==> config.mk <==
export PLATFORM = sky130hd
export DESIGN_NAME = ip_pack_receiver
export DESIGN_NICKNAME = d
export VERILOG_FILES = /design/src/rtl/ip_pack_receiver.sv
export SDC_FILE = /design/constraint.sdc
export NUM_CORES = 1
export LEC_CHECK = 0
export ABC_AREA = 1
export BUFFER_PORTS_ARGS = -buffer_cell sky130_fd_sc_hd__buf_2
export CORE_MARGIN = 4
export CORE_UTILIZATION = 30
export DETAILED_ROUTE_END_ITERATION = 10
export MAX_ROUTING_LAYER = met4
export PLACE_DENSITY = 0.53
export SETUP_SLACK_MARGIN = 0.1
export SLEW_MARGIN = 20
export SYNTH_ARGS = -nofsm -noshare
export SYNTH_HDL_FRONTEND = slang
export SYNTH_SLANG_ARGS = --single-unit
==> constraint.sdc <==
create_clock -name clk -period 2.9 [get_ports clk]
set_clock_uncertainty 0.1 [all_clocks]
set_input_delay 0.58 -clock clk [delete_from_list [all_inputs] [get_ports clk]]
set_output_delay 0.58 -clock clk [all_outputs]
set_load 0.02 [all_outputs]
==> src/rtl/ip_pack_receiver.sv <==
// Receive side of an IP node: reassembles flits from the switch local port, checks address/length, counts packets.
// Optional define RECV_STALL_EN adds LFSR-driven pseudo-random backpressure on r_ready_out.
module ip_pack_receiver #(
  parameter int DATA_SIZE    = 8,
  parameter int ADDR_SIZE    = 4,
  parameter int ADDR         = 0,
  parameter int MAX_PACK_LEN = 4
) (
  input  logic                         clk,
  input  logic                         a_rst,
  input  logic [DATA_SIZE+ADDR_SIZE:0] data_i,
  input  logic                         wr_ready_in,
  output logic                         r_ready_out,
  output logic [31:0]                  recv_packs,
  output logic [31:0]                  err_packs,
  output logic [15:0]                  last_len,
  output logic [DATA_SIZE-1:0]         last_sum,
  output logic                         pack_valid
);

  localparam int FLIT_SIZE = DATA_SIZE + ADDR_SIZE + 1;
  localparam logic [ADDR_SIZE-1:0] ADDR_BITS = ADDR_SIZE'(ADDR);
  localparam logic [15:0] MAX_LEN = 16'(MAX_PACK_LEN);

  typedef enum logic [1:0] {IDLE, RECV, DROP} state_t;

  state_t               state, state_next;
  logic [15:0]          len, len_next, len_inc;
  logic [DATA_SIZE-1:0] sum, sum_next;
  logic                 addr_ok, addr_ok_next;
  logic                 done_good, done_bad;
  logic                 xfer, flit_tail, addr_match;
  logic [DATA_SIZE-1:0] payload;

  assign flit_tail  = data_i[FLIT_SIZE-1];
  assign addr_match = (data_i[FLIT_SIZE-2:DATA_SIZE] == ADDR_BITS);
  assign payload    = data_i[DATA_SIZE-1:0];
  assign xfer       = wr_ready_in & r_ready_out;
  assign len_inc    = (len == 16'hFFFF) ? len : len + 16'd1;

  // Next-state and completion decode; a single-flit packet completes straight out of IDLE.
  always_comb begin
    state_next   = state;
    len_next     = len;
    sum_next     = sum;
    addr_ok_next = addr_ok;
    done_good    = 1'b0;
    done_bad     = 1'b0;
    if (xfer) begin
      case (state)
        IDLE: begin
          addr_ok_next = addr_match;
          len_next     = 16'd1;
          sum_next     = payload;
          if (flit_tail) begin
            done_good = addr_match;
            done_bad  = ~addr_match;
          end else begin
            state_next = RECV;
          end
        end
        RECV: begin
          len_next = len_inc;
          sum_next = sum + payload;
          if (flit_tail) begin
            done_good  = addr_ok & (len_inc <= MAX_LEN);
            done_bad   = ~(addr_ok & (len_inc <= MAX_LEN));
            state_next = IDLE;
          end else if (len_inc > MAX_LEN) begin
            state_next = DROP;
          end
        end
        DROP: begin
          if (flit_tail) begin
            done_bad   = 1'b1;
            state_next = IDLE;
          end
        end
        default: state_next = IDLE;
      endcase
    end
  end

  always_ff @(posedge clk or negedge a_rst) begin
    if (!a_rst) begin
      state   <= IDLE;
      len     <= '0;
      sum     <= '0;
      addr_ok <= 1'b0;
    end else begin
      state   <= state_next;
      len     <= len_next;
      sum     <= sum_next;
      addr_ok <= addr_ok_next;
    end
  end

  // Counters saturate rather than wrap so long soak runs never read as small values.
  always_ff @(posedge clk or negedge a_rst) begin
    if (!a_rst) begin
      recv_packs <= '0;
      err_packs  <= '0;
      last_len   <= '0;
      last_sum   <= '0;
      pack_valid <= 1'b0;
    end else begin
      pack_valid <= done_good;
      if (done_good) begin
        last_len <= len_next;
        last_sum <= sum_next;
        if (recv_packs != 32'hFFFF_FFFF) recv_packs <= recv_packs + 32'd1;
      end
      if (done_bad && err_packs != 32'hFFFF_FFFF) err_packs <= err_packs + 32'd1;
    end
  end

`ifdef RECV_STALL_EN
  localparam logic [15:0] LFSR_SEED = 16'({ADDR_BITS, 1'b1});
  logic [15:0] lfsr;
  logic        lfsr_fb;

  // Fibonacci taps 16,14,13,11; seed depends on ADDR so each node stalls differently.
  assign lfsr_fb = lfsr[15] ^ lfsr[13] ^ lfsr[12] ^ lfsr[10];

  always_ff @(posedge clk or negedge a_rst) begin
    if (!a_rst) begin
      lfsr        <= LFSR_SEED;
      r_ready_out <= 1'b0;
    end else begin
      lfsr        <= {lfsr[14:0], lfsr_fb};
      r_ready_out <= (lfsr[1:0] != 2'b00);
    end
  end
`else
  always_ff @(posedge clk or negedge a_rst) begin
    if (!a_rst) r_ready_out <= 1'b0;
    else        r_ready_out <= 1'b1;
  end
`endif

endmodule

---- Yosys cells after proc, flatten, opt, wreduce, memory -nomap -nowiden ----
Cells that the tools add are included.
storage, ports and cells
  bits in registers ....................... 117
  input port bits ......................... 16
  output and inout port bits .............. 90
  logic and storage cells ................. 53
cells by class
  $add $sub $neg .......................... 4
  magnitude comparators ................... 2
  equality and inequality tests ........... 8
  multiplexer cells ....................... 19
  bitwise operators ....................... 4
  reductions and logical operators ........ 6
operators with widths
  kind                     count
  $add A32 B1 Y32 const B  2
  $ne A32 B32 Y1 const B   2
  $mux W16                 2
  $pmux W16 S2             1
  $add A16 B1 Y16 const B  1
  $eq A16 B16 Y1 const B   1
  $gt A16 B3 Y1 const B    1
  $le A16 B3 Y1 const B    1
  $pmux W8 S2              1
  $add A8 B8 Y8            1
  $mux W2                  4
  $mux W8                  1
  $mux W1                  7
  $pmux W2 S3              1
  $logic_not A4 Y1         1
  $ne A2 B2 Y1 const B     2
  $reduce_and A2 Y1        2
  $reduce_and A4 Y1        1
  $ne A3 B3 Y1 const B     1
  $pmux W1 S3              1
  $and A1 B1 Y1            2
  $eq A2 B1 Y1 const B     1
  $eq A2 B2 Y1 const B     1
  $logic_not A2 Y1         1
  3 further kinds          4

---- Logic depth before layout (Yosys ltp) ----
Gate-level depths: netlist (run 1).
  depth in word-level cells ............... 9
  gate-level depth with buffers ........... 19

---- Worst setup path before layout (run 1) ----
OpenSTA, ideal clock, no wires.
  kind .................................... input -> register
  from .................................... input data_i[0]
  to ...................................... register last_sum[6]
  setup time .............................. 0.065 ns
  arrival ................................. 2.236 ns
  data required time ...................... 2.735 ns
  setup slack ............................. 0.499 ns
  stages on the path ...................... 14
  path buffers ............................ 0
  cell sequence ........................... ha_1 fa_1 nand2_1 inv_1 o21a_1 o21ai_0 nand2_1 nand2_1 nand2_1 a21oi_1 o21ai_0 o211ai_1 nand2_1 nand2_1
on the way
  cells in the longest elaborated chain, start to end .. 3
RTL lines
  item                  line  source
  start, declared       11    input logic [DATA_SIZE+ADDR_SIZE:0] data_i,
  $add A8 B8 Y8         64    sum_next = sum + payload;
  $pmux W8 S2           50    case (state)
  $mux W8               49    if (xfer) begin
  via sum_next[6]       29    logic [DATA_SIZE-1:0] sum, sum_next;
  end signal, assigned  110   last_sum <= sum_next;
  end, declared         17    output logic [DATA_SIZE-1:0] last_sum,
The timed path passes the listed nets, and every way through them passes these cells.
A chain may end at the register's enable or synchronous reset.

---- Worst setup path after layout (run 1) ----
  from .................................... register len[1]
  to ...................................... register err_packs[14]
on the way
  cells in the longest elaborated chain, start to end .. 9
  elaborated cells between the ends (all ways) .. 10
RTL lines
  item                                                      line  source
  start, declared                                           28    logic [15:0] len, len_next, len_inc;
  start signal, assigned                                    92    len <= len_next;
  $add A16 B1 Y16 / $eq A16 B16 Y1 (equally long branches)  39    assign len_inc = (len == 16'hFFFF) ? len : len + 16'd1;
  $mux W16 (*)                                              39
  $le A16 B3 Y1 (*)                                         67    done_bad = ~(addr_ok & (len_inc <= MAX_LEN));
  $and A1 B1 Y1 (*)                                         67
  $not A1 Y1 (*)                                            67
  $mux W1 (*)                                               65    if (flit_tail) begin
  $pmux W1 S3 (*)                                           50
  $mux W1 (*)                                               49
  $logic_and A1 B1 Y1 (*)                                   113   if (done_bad && err_packs != 32'hFFFF_FFFF) err_packs <= err_packs + 32'd1;
  end signal, assigned                                      113
  end, declared                                             15    output logic [31:0] err_packs,
Mark *: on every way between the ends. The rest lies on a longest branch, timed or not.

==> results.json, run 1 <==
{
  "post_route_cells_drive_above_1_share": 0.172,
  "clkSinkCount": 117,
  "post_synth_num_cell_types": 37,
  "design.core.area_sq_mm": 0.0228,
  "vias_after_detailed_routing": 6434,
  "die_height_um": 161,
  "worstPathBufferInverterCount": 4,
  "io_buffers": 105,
  "cts_inserted_buffers": 17,
  "clock.fmax_mhz": 400,
  "worstPathCellList": "ha_1 -> inv_2 -> nor2_4 -> nand2_4 -> inv_2 -> nand2_2 -> inv_1 -> a21oi_1 -> nand3_1 -> nor2_2 -> nand3_2 -> nand3_1 -> nand2_2 -> buf_4 -> nand4_1 -> nand2_1",
  "yosysSeqAreaShare": 0.417,
  "dpl.hpwl_mm": 14.4,
  "timing.final.max_slew_violations": 0,
  "yosys_warnings": 0,
  "slew-limit-headroom": 0.520,
  "worstSetupStartpoint": "len[1]$_DFF_PN0_",
  "synth_cells": 939,
  "period_share": 0.862,
  "most_used_standard_cells_in_the_synthesized_netlist": "sky130_fd_sc_hd__nand2_1, sky130_fd_sc_hd__dfrtp_1, sky130_fd_sc_hd__inv_1",
  "grt_overflow": 0,
  "synth.net_count": 966,
  "boundaryPins": 106,
  "synth_area_leader_cell": "sky130_fd_sc_hd__dfrtp_1",
  "outcome": "finished clean",
  "crit_slowest_cell": "sky130_fd_sc_hd__dfrtp_1",
  "post-route-drc-count": 0,
  "antenna_found_initial": 0,
  "finalCoreUtilization": 0.376,
  "floorplan.initialDensity": 0.307,
  "critical_path.reg2reg.endpoint": "err_packs[14]$_DFFE_PN0P_",
  "post_synth_edffs": 0,
  "clk_latency_ns": 0.41,
  "final-hold-violation-count": 0,
  "syn-cell-area_sq_mm": 0.00702,
  "crit_fanout": 32,
  "clock_period_minus_final_worst_setup_slack_ns": 2.50,
  "synth.most_common_cell": "sky130_fd_sc_hd__nand2_1",
  "tritoncts_clock_tree": "yes",
  "routabilityCongestion": 0.926,
  "area.growth.synth_to_final_pct": 22.3,
  "grt_pass1_wl_mm": 33.1,
  "final_cell_count_no_fill": 1378,
  "setup_total_negative_slack_ns": 0,
  "rsz0062_at_grt": "false",
  "placedInstanceArea_sq_mm": 0.00793,
  "arrival_ns": 2.70,
  "std_cell_rows": 55,
  "die_w_um": 161,
  "die_area_sq_mm": 0.0259,
  "final_design_area_no_fill_sq_mm": 0.00858,
  "max_slew.worst_pin.slew_ns": 0.713,
  "timing.critical_path.required_ns": 3.10,
  "detail_route.iter0.violations": 383,
  "synth_flop_cell": "sky130_fd_sc_hd__dfrtp_1",
  "cap_violations": 0,
  "report.power.total_uw": 5950,
  "postSynth.asyncResetShare": 1.00,
  "reg2reg_from": "len[1]$_DFF_PN0_",
  "rrSetupSlack_ns": 0.40,
  "grt_start_max_net_pins": 63,
  "r2r_cells": 16,
  "leakage_uw": 0.00424,
  "drt-total-wl_mm": 19.4,
  "hold_fix_buffers_at_cts": 0,
  "synthTopCellsByArea": "sky130_fd_sc_hd__dfrtp_1, sky130_fd_sc_hd__nand2_1, sky130_fd_sc_hd__xor2_1",
  "power_density_mw_per_mm2": 694,
  "setup.worst_path.class": "reg2reg",
  "max-clock-path-buffers": 2,
  "clock_tree.htree_level_count": 4,
  "diodes": 0,
  "cpPeakStageDelay_ns": 0.40,
  "ctsRootBufferMaster": "sky130_fd_sc_hd__clkbuf_16",
  "clk_pin_slew_ns": 0.06,
  "antenna_violating_nets_post_route": 0,
  "route.detailed.vias_per_inst": 4.67,
  "avg_wl_per_cell_um": 14.1,
  "worstSetupStartpointType": "flop",
  "vdd_drop_max_v": 0.000416,
  "timing.final.setup_violations": 0,
  "endpoint_kind": "flop",
  "grt_pass1_vias": 6429,
  "ys_ff_latch": 117,
  "hold_class": "in2async",
  "netlist.area_leader.share": 0.417,
  "drtPass1Iterations": 5,
  "nNetsFinal": 1080,
  "worst_path_dominant_cell_family": "simple AND/OR/NAND/NOR gates",
  "post-place-cells": 1347,
  "track_usage": 0.160,
  "postSynthAreaPerCell_sq_um": 7.47
}
-- timing repair --
item                       CTS  global route
setup buffers                0             0
setup endpoints to repair    0            89
gates resized for setup      0             3
hold endpoints to repair     0             0
-- power breakdown --
part	total (uW)	internal [uW]	leakage, uW	switching [uW]
Combinational	1540	527	0.00239	1010
Clock	2310	1550	0.000311	761
Sequential	2110	1900	0.00155	208
Total	5950	3970	0.00424	1980
-- worst register-to-register path, delay by kind of cell, from the launching register on --
| family | cells | cell delay [ns] |
|---|---|---|
| fa+ha+maj | 1 | 0.22 |
| buf+inv | 4 | 0.47 |
| flops | 1 | 0.40 |
| compound gates | 1 | 0.17 |
| simple gates | 10 | 1.03 |
-- cell families (layout without fill, tap and decap cells) --
kind of cell	Yosys count	in the layout	synth area share
fa+ha+maj	11	11	0.0207
compound gates	82	82	0.0646
buf+inv	141	267	0.0849
xor+xnor	65	65	0.0811
simple gates	522	522	0.331
flops	117	117	0.417
other cells	1	1	0.000534
-- through the flow --
stage	hold WS, ns	worst slack, ns
floorplan	0.184	0.499
global placement	0.362	0.201
detailed placement	0.362	0.195
CTS	0.0395	0.179
global route	0.0575	0.106
finish	0.0278	0.401
-- worst max-delay path by stage --
stage,endpoint,slack [ns],depth (start not counted)
3_3_place_gp,last_sum[6]$_DFFE_PN0P_,0.20,15
5_1_grt,err_packs[21]$_DFFE_PN0P_,0.11,16
6_report,err_packs[14]$_DFFE_PN0P_,0.40,16
4_1_cts,recv_packs[0]$_DFFE_PN0P_,0.18,15
2_1_floorplan,last_sum[6]$_DFFE_PN0P_,0.50,14
3_5_place_dp,last_sum[6]$_DFFE_PN0P_,0.20,15
-- registers in the layout, indices dropped and copies added (netlist names) --
| register | count |
|---|---|
| sum | 8 |
| pack_valid | 1 |
| last_sum | 8 |
| err_packs | 32 |
| recv_packs | 32 |
| addr_ok | 1 |
| len | 16 |
| state | 2 |
| r_ready_out | 1 |
| last_len | 16 |
-- layer usage --
metal  vias to the layer above  GRT usage  routed length (um)
met5                         -          -                   0
met4                         0     0.0450                 299
met3                        28     0.0269                 713
met2                       144      0.256                9110
met1                      2991      0.211                9320
li1                       3271          -                   -
-- cell type report --
type | instances | area (sq um)
inverters | 115 | 432
clock inverters | 8 | 145
multi-input cells | 681 | 3500
clock buffers | 23 | 498
fillers | 2445 | 14300
repair buffers | 121 | 689
flip-flops and latches | 117 | 2930
well taps | 313 | 392
-- cells in the final DEF (no fill, tap or decap), types with 2 or more instances in the layout --
cell                         synthesis  layout
sky130_fd_sc_hd__clkinv_2            0       2
sky130_fd_sc_hd__a22o_1              2       2
sky130_fd_sc_hd__o21ai_1            33      33
sky130_fd_sc_hd__o22ai_1             6       6
sky130_fd_sc_hd__nor2_2              8      10
sky130_fd_sc_hd__o211ai_1            5       5
sky130_fd_sc_hd__nand2_1           294     293
sky130_fd_sc_hd__nor3_1             29      29
sky130_fd_sc_hd__buf_4               8      13
sky130_fd_sc_hd__o21ai_0            18      18
sky130_fd_sc_hd__bufinv_16           0       4
sky130_fd_sc_hd__xor2_1             50      50
sky130_fd_sc_hd__xnor2_1            15      15
sky130_fd_sc_hd__nand3_1            19      19
sky130_fd_sc_hd__clkbuf_8            0       5
sky130_fd_sc_hd__inv_1             110     110
sky130_fd_sc_hd__buf_2               5     104
sky130_fd_sc_hd__ha_1               10      10
sky130_fd_sc_hd__buf_12              0       3
sky130_fd_sc_hd__nand2_2             4       5
sky130_fd_sc_hd__inv_2               5       5
sky130_fd_sc_hd__nor2_4              2       2
sky130_fd_sc_hd__nor2_1             84      82
sky130_fd_sc_hd__nand3_2             4       4
sky130_fd_sc_hd__dfrtp_1           117     117
sky130_fd_sc_hd__nand4_1            55      55
sky130_fd_sc_hd__clkinvlp_4          0       2
sky130_fd_sc_hd__clkbuf_16           0      17
sky130_fd_sc_hd__a21oi_1            13      13
sky130_fd_sc_hd__nor4_1             19      19
(Power assumes the default switching activity.)
==> run 2: changes to the inputs <==
- CORE_UTILIZATION: 30 -> 56
- PLACE_DENSITY: 0.53 -> 0.85
==> results.json, run 2 (synthesis results as in run 1) <==
{
  "outcome": "finished clean",
  "max-clock-path-buffers": 2,
  "tritoncts_clock_tree": "yes",
  "vdd_drop_max_v": 0.000655,
  "leakage_uw": 0.00424,
  "std_cell_rows": 40,
  "post_cts.resized_instances": 0,
  "detail_route.iter0.violations": 482,
  "floorplan.initialDensity": 0.577,
  "area.growth.synth_to_final_pct": 19.5,
  "post-cts-setup-buffer-count": 0,
  "hold_class": "in2async",
  "antenna_violating_nets_post_route": 0,
  "setup_total_negative_slack_ns": 0,
  "power.net_switching_uw": 1940,
  "layout_top_registers": "err_packs (32), recv_packs (32)",
  "power.share.sequential": 0.357,
  "die_area_sq_mm": 0.0144,
  "drtPass1Iterations": 5,
  "filler_cell_count": 1048,
  "drt-total-wl_mm": 17.4,
  "clk_latency_ns": 0.41,
  "die_height_um": 120,
  "vias_after_detailed_routing": 6567,
  "area_taken_by_multi_input_logic_gates_sq_mm": 0.00351,
  "grt_start_max_net_pins": 63,
  "cts_inserted_buffers": 17,
  "post-route-drc-count": 0,
  "track_usage": 0.258,
  "dpl.hpwl_mm": 13.1,
  "power_density_mw_per_mm2": 706,
  "crit_slowest_cell": "sky130_fd_sc_hd__dfrtp_1",
  "period_share": 0.874,
  "finalCoreUtilization": 0.690,
  "layout.area.seq_sq_mm": 0.00293,
  "setup.worst_path.class": "reg2reg",
  "clock_tree.htree_level_count": 4,
  "endpoint_kind": "flop",
  "grt_overflow": 0,
  "max_slew.worst_pin.slew_ns": 0.646,
  "ctsRootBufferMaster": "sky130_fd_sc_hd__clkbuf_16",
  "route.detailed.vias_per_inst": 5.33,
  "internal_power_uw": 3990,
  "avg_wl_per_cell_um": 14.1,
  "clockPowerShare": 0.383,
  "grt_pass1_vias": 6202,
  "netSwitchingFraction": 0.327,
  "timing.critical_path.required_ns": 3.10,
  "rsz0062_at_grt": "false",
  "boundaryPins": 106,
  "mostFrequentLayoutCells": "sky130_fd_sc_hd__nand2_1, sky130_fd_sc_hd__dfrtp_1, sky130_fd_sc_hd__inv_1, sky130_fd_sc_hd__buf_2, sky130_fd_sc_hd__nor2_1",
  "slew-limit-headroom": 0.566,
  "antenna_found_initial": 0,
  "cap_violations": 0,
  "post_route_cells_drive_above_1_share": 0.167,
  "worstSetupStartpointType": "flop",
  "cpPeakStageDelay_ns": 0.37,
  "clock.fmax_mhz": 395,
  "nNetsFinal": 1078,
  "most_frequent_standard_cell_in_the_layout_excluding_fill_and_tap_cells": "sky130_fd_sc_hd__nand2_1",
  "crit_fanout": 62,
  "final-hold-violation-count": 0,
  "clk_pin_slew_ns": 0.05,
  "pwr-share-comb": 0.260,
  "diodes": 0,
  "clkSinkCount": 117,
  "design.core.area_sq_mm": 0.0122,
  "timing.final.max_slew_violations": 0,
  "arrival_ns": 2.74,
  "io_buffers": 105,
  "routabilityCongestion": 0.965,
  "worstPathCellList": "ha_1 -> nand3_2 -> nor2_1 -> inv_1 -> nor2_2 -> inv_1 -> nor4_4 -> nand4_2 -> nand3_4 -> buf_12 -> nor2_1 -> nand2_1 -> nand2_1",
  "die_w_um": 120,
  "grt_pass1_wl_mm": 29.5,
  "hold_fix_buffers_at_cts": 0,
  "timing.final.setup_violations": 0,
  "clock_period_minus_final_worst_setup_slack_ns": 2.53
}
[run 2: layer usage]
layer  track usage  wire length (um)  vias to the layer above
met4        0.0952               485                        0
met1         0.334              7700                     3048
li1              -                 -                     3269
met2         0.404              8280                      204
met3        0.0500               911                       46
met5             -                 0                        -
[run 2: worst paths after layout]
check                                               start                         end  slack, ns  cells after the start
worst max-delay path            recv_packs[0]$_DFFE_PN0P_  recv_packs[20]$_DFFE_PN0P_       0.37                     13
worst min-delay path                                a_rst     last_sum[2]$_DFFE_PN0P_       0.06                      1
worst max register to register  recv_packs[0]$_DFFE_PN0P_  recv_packs[20]$_DFFE_PN0P_       0.37                     13
worst min register to register    last_len[1]$_DFFE_PN0P_     last_len[1]$_DFFE_PN0P_       0.37                      2
max in group asynchronous                           a_rst   err_packs[31]$_DFFE_PN0P_       1.93                      2
min in group clk                                data_i[0]            sum[0]$_DFF_PN0_       0.32                      3
[run 2: power by group through the flow]
| stage | Combinational (uW) | Clock [uW] | Sequential, uW |
|---|---|---|---|
| after floorplan | 863 | 0 | 2320 |
| after global placement | 1500 | 0 | 2120 |
| after detailed placement | 1540 | 0 | 2140 |
| after CTS | 1550 | 2300 | 2110 |
| after global routing | 1750 | 2390 | 2150 |
| final | 1540 | 2270 | 2120 |
[run 2: worst max-delay path, delay by kind of cell, from the launching register on]
| family | cells | cell delay, ns |
|---|---|---|
| fa+ha+maj | 1 | 0.25 |
| flops | 1 | 0.37 |
| simple gates | 9 | 1.18 |
| buf+inv | 3 | 0.47 |
[run 2: per-stage QoR]
stage / hold WS [ns] / instances / total power [uW] / worst slack [ns] / cell area, sq um
2_1_floorplan: 0.184 / 939 / 3190 / 0.499 / 7020
3_3_place_gp: 0.360 / 1200 / 3620 / 0.222 / 7740
3_5_place_dp: 0.363 / 1200 / 3670 / 0.168 / 7740
4_1_cts: 0.0654 / 1231 / 5960 / 0.168 / 8380
5_1_grt: 0.0906 / 1231 / 6290 / 0.105 / 8390
6_report: 0.0572 / 1231 / 5920 / 0.365 / 8390
[run 2: cell type report]
cell class,instances,area share
timing repair buffer,119,0.0800
tap,168,0.0251
clock buffer,23,0.0558
clock inverter,8,0.0206
sequential,117,0.349
multi-input combinational,681,0.418
inverter,115,0.0515
